**config.mk**
```make
export PLATFORM = sky130hd
export DESIGN_NAME = fabric_fle_param
export DESIGN_NICKNAME = d
export VERILOG_FILES = /design/src/rtl/fabric_fle_param.sv
export SDC_FILE = /design/constraint.sdc
export NUM_CORES = 1
export LEC_CHECK = 0
export BUFFER_PORTS_ARGS = -buffer_cell sky130_fd_sc_hd__buf_2
export CAP_MARGIN = 20
export CORE_AREA = 4 4 72 74
export DETAILED_ROUTE_END_ITERATION = 6
export DIE_AREA = 0 0 76 78
export PLACE_DENSITY = 0.66
export REMOVE_ABC_BUFFERS = 1
export SYNTH_ARGS = -nofsm -noshare
export SYNTH_HDL_FRONTEND = slang
export SYNTH_SLANG_ARGS = --single-unit
```
**constraint.sdc**
```tcl
create_clock -name clk -period 1.9 [get_ports clk]
set_clock_uncertainty 0.05 [all_clocks]
set_input_delay 0.285 -clock clk [delete_from_list [all_inputs] [get_ports clk]]
set_output_delay 0.285 -clock clk [all_outputs]
set_load 0.02 [all_outputs]
```
**src/rtl/fabric_fle_param.sv**
```systemverilog
// Fracturable logic element: NUM_OUT LUT slices sharing NUM_IN inputs, each with
// an optional output flip-flop (clock enable, synchronous set/reset to an init
// value). Configuration is a serial scan chain shifted on the user clock; a
// shift counter reports whether exactly one full chain length was loaded.
module fabric_fle_param #(
  parameter int NUM_IN  = 4,
  parameter int NUM_OUT = 2
) (
  input  logic               clk,
  input  logic               pReset,
  input  logic               prog_en,
  input  logic               ccff_head,
  input  logic [NUM_IN-1:0]  fabric_in,
  input  logic               fabric_ce,
  input  logic               fabric_sr,
  output logic [NUM_OUT-1:0] fabric_out,
  output logic               ccff_tail,
  output logic               cfg_loaded
);

  localparam int LUT_SIZE   = 2 ** NUM_IN;
  localparam int SLICE_BITS = LUT_SIZE + 3;
  localparam int CFG_BITS   = NUM_OUT * SLICE_BITS;
  localparam int CNT_W      = $clog2(CFG_BITS + 2);

  localparam logic [CNT_W-1:0] CNT_FULL = CNT_W'(CFG_BITS);
  localparam logic [CNT_W-1:0] CNT_SAT  = CNT_W'(CFG_BITS + 1);
  localparam logic [CNT_W-1:0] CNT_ONE  = CNT_W'(1);

  logic [CFG_BITS-1:0] chain_r;
  logic [CNT_W-1:0]    shift_cnt_r;
  logic                prog_en_d_r;
  logic [NUM_OUT-1:0]  ff_r;

  logic [NUM_OUT-1:0]  lut_s;
  logic [NUM_OUT-1:0]  reg_sel_s;
  logic [NUM_OUT-1:0]  ff_init_s;
  logic [NUM_OUT-1:0]  ce_use_s;
  logic [NUM_OUT-1:0]  out_s;

  // Per-slice decode of configuration fields and LUT lookup.
  for (genvar gi = 0; gi < NUM_OUT; gi++) begin : g_slice
    localparam int BASE = gi * SLICE_BITS;
    logic [LUT_SIZE-1:0] tt_s;
    assign tt_s          = chain_r[BASE +: LUT_SIZE];
    assign lut_s[gi]     = tt_s[fabric_in];
    assign reg_sel_s[gi] = chain_r[BASE + LUT_SIZE];
    assign ff_init_s[gi] = chain_r[BASE + LUT_SIZE + 1];
    assign ce_use_s[gi]  = chain_r[BASE + LUT_SIZE + 2];
  end

  // Configuration scan chain: shift toward the tail while programming.
  always_ff @(posedge clk or negedge pReset) begin
    if (!pReset) begin
      chain_r <= '0;
    end else if (prog_en) begin
      chain_r <= {chain_r[CFG_BITS-2:0], ccff_head};
    end else begin
      chain_r <= chain_r;
    end
  end

  // Previous-cycle prog_en, used for rise detection and the init load.
  always_ff @(posedge clk or negedge pReset) begin
    if (!pReset) begin
      prog_en_d_r <= 1'b0;
    end else begin
      prog_en_d_r <= prog_en;
    end
  end

  // Shift counter: restarts at 1 on the rising edge of prog_en, saturates one past full.
  always_ff @(posedge clk or negedge pReset) begin
    if (!pReset) begin
      shift_cnt_r <= '0;
    end else if (prog_en) begin
      if (!prog_en_d_r) begin
        shift_cnt_r <= CNT_ONE;
      end else if (shift_cnt_r < CNT_SAT) begin
        shift_cnt_r <= shift_cnt_r + CNT_ONE;
      end else begin
        shift_cnt_r <= shift_cnt_r;
      end
    end else begin
      shift_cnt_r <= shift_cnt_r;
    end
  end

  // Slice flip-flops: hold while programming, init load on exit, then sr > ce > hold.
  always_ff @(posedge clk or negedge pReset) begin
    if (!pReset) begin
      ff_r <= '0;
    end else if (prog_en) begin
      ff_r <= ff_r;
    end else if (prog_en_d_r) begin
      ff_r <= ff_init_s;
    end else begin
      for (int i = 0; i < NUM_OUT; i++) begin
        if (fabric_sr) begin
          ff_r[i] <= ff_init_s[i];
        end else if (!ce_use_s[i] || fabric_ce) begin
          ff_r[i] <= lut_s[i];
        end else begin
          ff_r[i] <= ff_r[i];
        end
      end
    end
  end

  // Output select per slice, gated to zero while the chain is being programmed.
  always_comb begin
    out_s = '0;
    if (prog_en) begin
      out_s = '0;
    end else begin
      out_s = (reg_sel_s & ff_r) | (~reg_sel_s & lut_s);
    end
  end

  assign fabric_out = out_s;
  assign ccff_tail  = chain_r[CFG_BITS-1];
  assign cfg_loaded = (shift_cnt_r == CNT_FULL) & ~prog_en;

endmodule

```
==> metrics.md <==
| Metric | Value |
|---|---|
| All-Layer GR Usage | `0.141` |
| Placeable Area | `4600 µm²` |
| Yosys reg bits | `47` |
| Die X | `76 µm` |
| Worst setup SP type | `register` |
| Initial DRC Count | `42` |
| CTS Root Cell | `clkbuf_8` |
| # DRC | `0` |
| Placed insts | `221` |
| Final period utilization | `1.14` |
| Max stage delay on crit path | `about 0.46 ns` |
| Least-Margin Pin Slew | `0.593 ns` |
| Synth warn | `0` |
| Critical path's slowest cell | `mux4_2` |
| Clk slew on worst S/H paths | `roughly 0.080 ns` |
| FFs w/ async S/R, synth | `1.00` |
| Final Worst Setup Slack | `-0.257 ns` |
| Commonest non-fill, non-tap cell in the layout | `dfrtp_1` |
| Clock tree sinks | `47` |
| M2 GR Usage | `0.227` |
| Critical path cell sequence | `mux4_2 -> mux2i_1 -> o32ai_2 -> o21a_1 -> buf_2` |
| Fin. max-slew vios | `0` |
| GR Overflow Total | `0` |
| RSZ-0062 raised after global routing | `true` |
| Final instance area | `about 2600 µm²` |
| Largest net degree at the start of global routing | `26` |
| TritonRoute pass-1 iters | `4` |
| Worst Setup Path Type | `reg2out` |
| Max-Slew Margin vs Limit | `0.605` |
| FMAX | `464 MHz` |
| TritonCTS clock tree | `yes` |
| Syn_area_per_cell | `14.3 µm²` |
| Total wire length | `3.78 mm` |
| Initial antenna violation count | `0` |
| Post-synth EDFFs | `0` |
| DP Area | `2380 µm²` |
| Chip height | `78 µm` |
| Busiest grt layer | `met2` |
| GR Util met1 | `0.180` |
| Routed Antenna Nets | `0` |
| HPWL after detailed placement | `2.70 mm` |
| Starting Density | `0.480` |
| # diodes | `0` |
| Power per cell area | `1180 nW/µm²` |
| Htree depth | `2` |
| Worst endpoint data arrival time | `1.82 ns` |
| Final hold viol count | `0` |
| FP Rows | `25` |
| Routability cong. | `between 0.7 and 0.8` |
| Failing checks | `negative setup slack` |
| Crit path max fanout | `3` |
| Pleak | `1.18 nW` |
| Total clock buffers created by CTS | `5` |
| Worst ir drop on vdd | `0.566 mV` |
| Period minus WS final | `around 2.2 ns` |
| Fin nets | `197` |
| Final-report setup violation count | `2` |
| Post-Syn Instances | `154` |
| Routed vias | `1327` |
| Die area | `5930 µm²` |
| Most used DFF post-synth | `dfrtp_1` |
| Worst min path class | `in2reg` |
| First-pass GRT wire length | `6.80 mm` |
| # Max-Cap Violations | `0` |
| WL/cell | `15.8 µm` |
| Clk_lat worst skew | `0.28 ns` |
| Syn-to-layout area delta | `17.2%` |
| Most frequent cells in the layout | `dfrtp_1 (47), mux2_2 (39), buf_4 (18), buf_2 (12), mux4_2 (7)` |
| Vias per cell | `5.55` |
| Register area share after synthesis | `0.533` |
| Mapped Area | `about 2200 µm²` |
| Element type at the critical path end | `output port` |
| Port Buffers | `13` |
| Met3 usage | `0.0371` |
| Final Non-Filler Cells | `239` |
| IO Count | `14` |
| Vias in the first global route | `1430` |
| Clk buf depth | `2` |
| Post-synth cell types | `36` |
| Req. time, crit path | `~1.6 ns` |
| Share of layout cells above drive strength 1 | `0.497` |
| Outcome | `complete, but fails checks` |
[critical path: cells and delay by family, from the launching register on]
kind / cells / cell delay (ns)
multiplexers: 2 / 0.67
flip-flops: 1 / 0.41
AO/OA/AOI/OAI: 2 / 0.31
buffers and inverters: 1 / 0.15
[power breakdown]
part | internal [mW] | switching (mW) | total, mW
logic | 0.541 | 0.282 | 0.823
registers | 1.30 | 0.240 | 1.54
clock network | 0.386 | 0.296 | 0.681
total | 2.23 | 0.817 | 3.05
[per-layer routing]
| metal | routed length (µm) | up-vias |
|---|---|---|
| met3 | 115 | 2 |
| li1 | - | 639 |
| met4 | 22 | 0 |
| met2 | 1930 | 14 |
| met1 | 1710 | 672 |
| met5 | 0 | - |
[synthesized netlist by cell type, drive strengths merged, types with 2 or more instances]
cell type / instances / area (µm²)
dfrtp: 47 / 1180
mux4: 7 / 176
buf: 4 / 26.3
mux2: 40 / 450
a22o: 3 / 26.3
a21oi: 5 / 25.0
inv: 3 / 11.3
nand2: 3 / 11.3
o211ai: 2 / 15.0
nor3: 3 / 15.0
o21ai: 4 / 20.0
mux2i: 5 / 50.1
ha: 2 / 25.0
nor2b: 2 / 12.5
o31ai: 2 / 15.0
clkbuf: 5 / 18.8
[final timing paths]
kind                                          from                 endpoint  slack, ns  cells past startpoint
min in group asynchronous                   pReset  chain_r[15]$_DFFE_PN0P_       0.49                      2
max in group asynchronous                   pReset  chain_r[32]$_DFFE_PN0P_       0.78                      3
max                         chain_r[1]$_DFFE_PN0P_            fabric_out[0]      -0.26                      5
min                                      fabric_sr      ff_r[1]$_DFFE_PN0P_       0.18                      2
min reg2reg                    ff_r[1]$_DFFE_PN0P_      ff_r[1]$_DFFE_PN0P_       0.47                      2
max reg2reg                chain_r[19]$_DFFE_PN0P_      ff_r[1]$_DFFE_PN0P_       0.12                      7
[state kept, by name, summed over array words and instances, names as in the netlist]
| register | cells |
|---|---|
| chain_r | 38 |
| shift_cnt_r | 6 |
| prog_en_d_r | 1 |
| ff_r | 2 |
[metrics by stage]
| step | total power [mW] | setup slack (ns) | hold WS, ns | TNS, ns | utilization |
|---|---|---|---|---|---|
| 4_1_cts | 2.98 | -0.259 | 0.163 | -0.443 | 0.548 |
| 2_1_floorplan | 1.97 | 0.0918 | -0.0606 | 0 | - |
| 5_1_grt | 3.24 | -0.345 | 0.167 | -0.613 | 0.563 |
| 6_report | 3.05 | -0.257 | 0.179 | -0.407 | 0.563 |
| 3_5_place_dp | 2.22 | -0.0376 | 0.274 | -0.0577 | 0.517 |
| 3_3_place_gp | 2.17 | 0.00302 | 0.250 | 0 | 0.517 |
[cells by family after synthesis]
logic type	Yosys count	synth area share
adders and majority gates	2	0.0113
buffers and inverters	12	0.0255
DFF	47	0.533
and+or+nand+nor	17	0.0448
muxes	52	0.307
AOI/OAI and AO/OA	24	0.0793
[cell type report]
class,count,area [µm²]
flip-flops and latches,47,1180
fillers,378,2010
inverters,3,11.3
repair buffers,33,236
well taps,54,67.6
clock inverters,1,30.0
multi-input cells,95,993
clock buffers,6,72.6
[timing repair]
| item | CTS | global route |
|---|---|---|
| gates resized for setup | 6 | 8 |
| setup endpoints to repair | 2 | 4 |
| endpoints found under the hold margin | 24 | 0 |
| pin swaps | 0 | 1 |
| buffers inserted | 4 | 6 |
| hold buffers | 1 | 0 |
No activity file was read; power rests on OpenSTA's default activity.
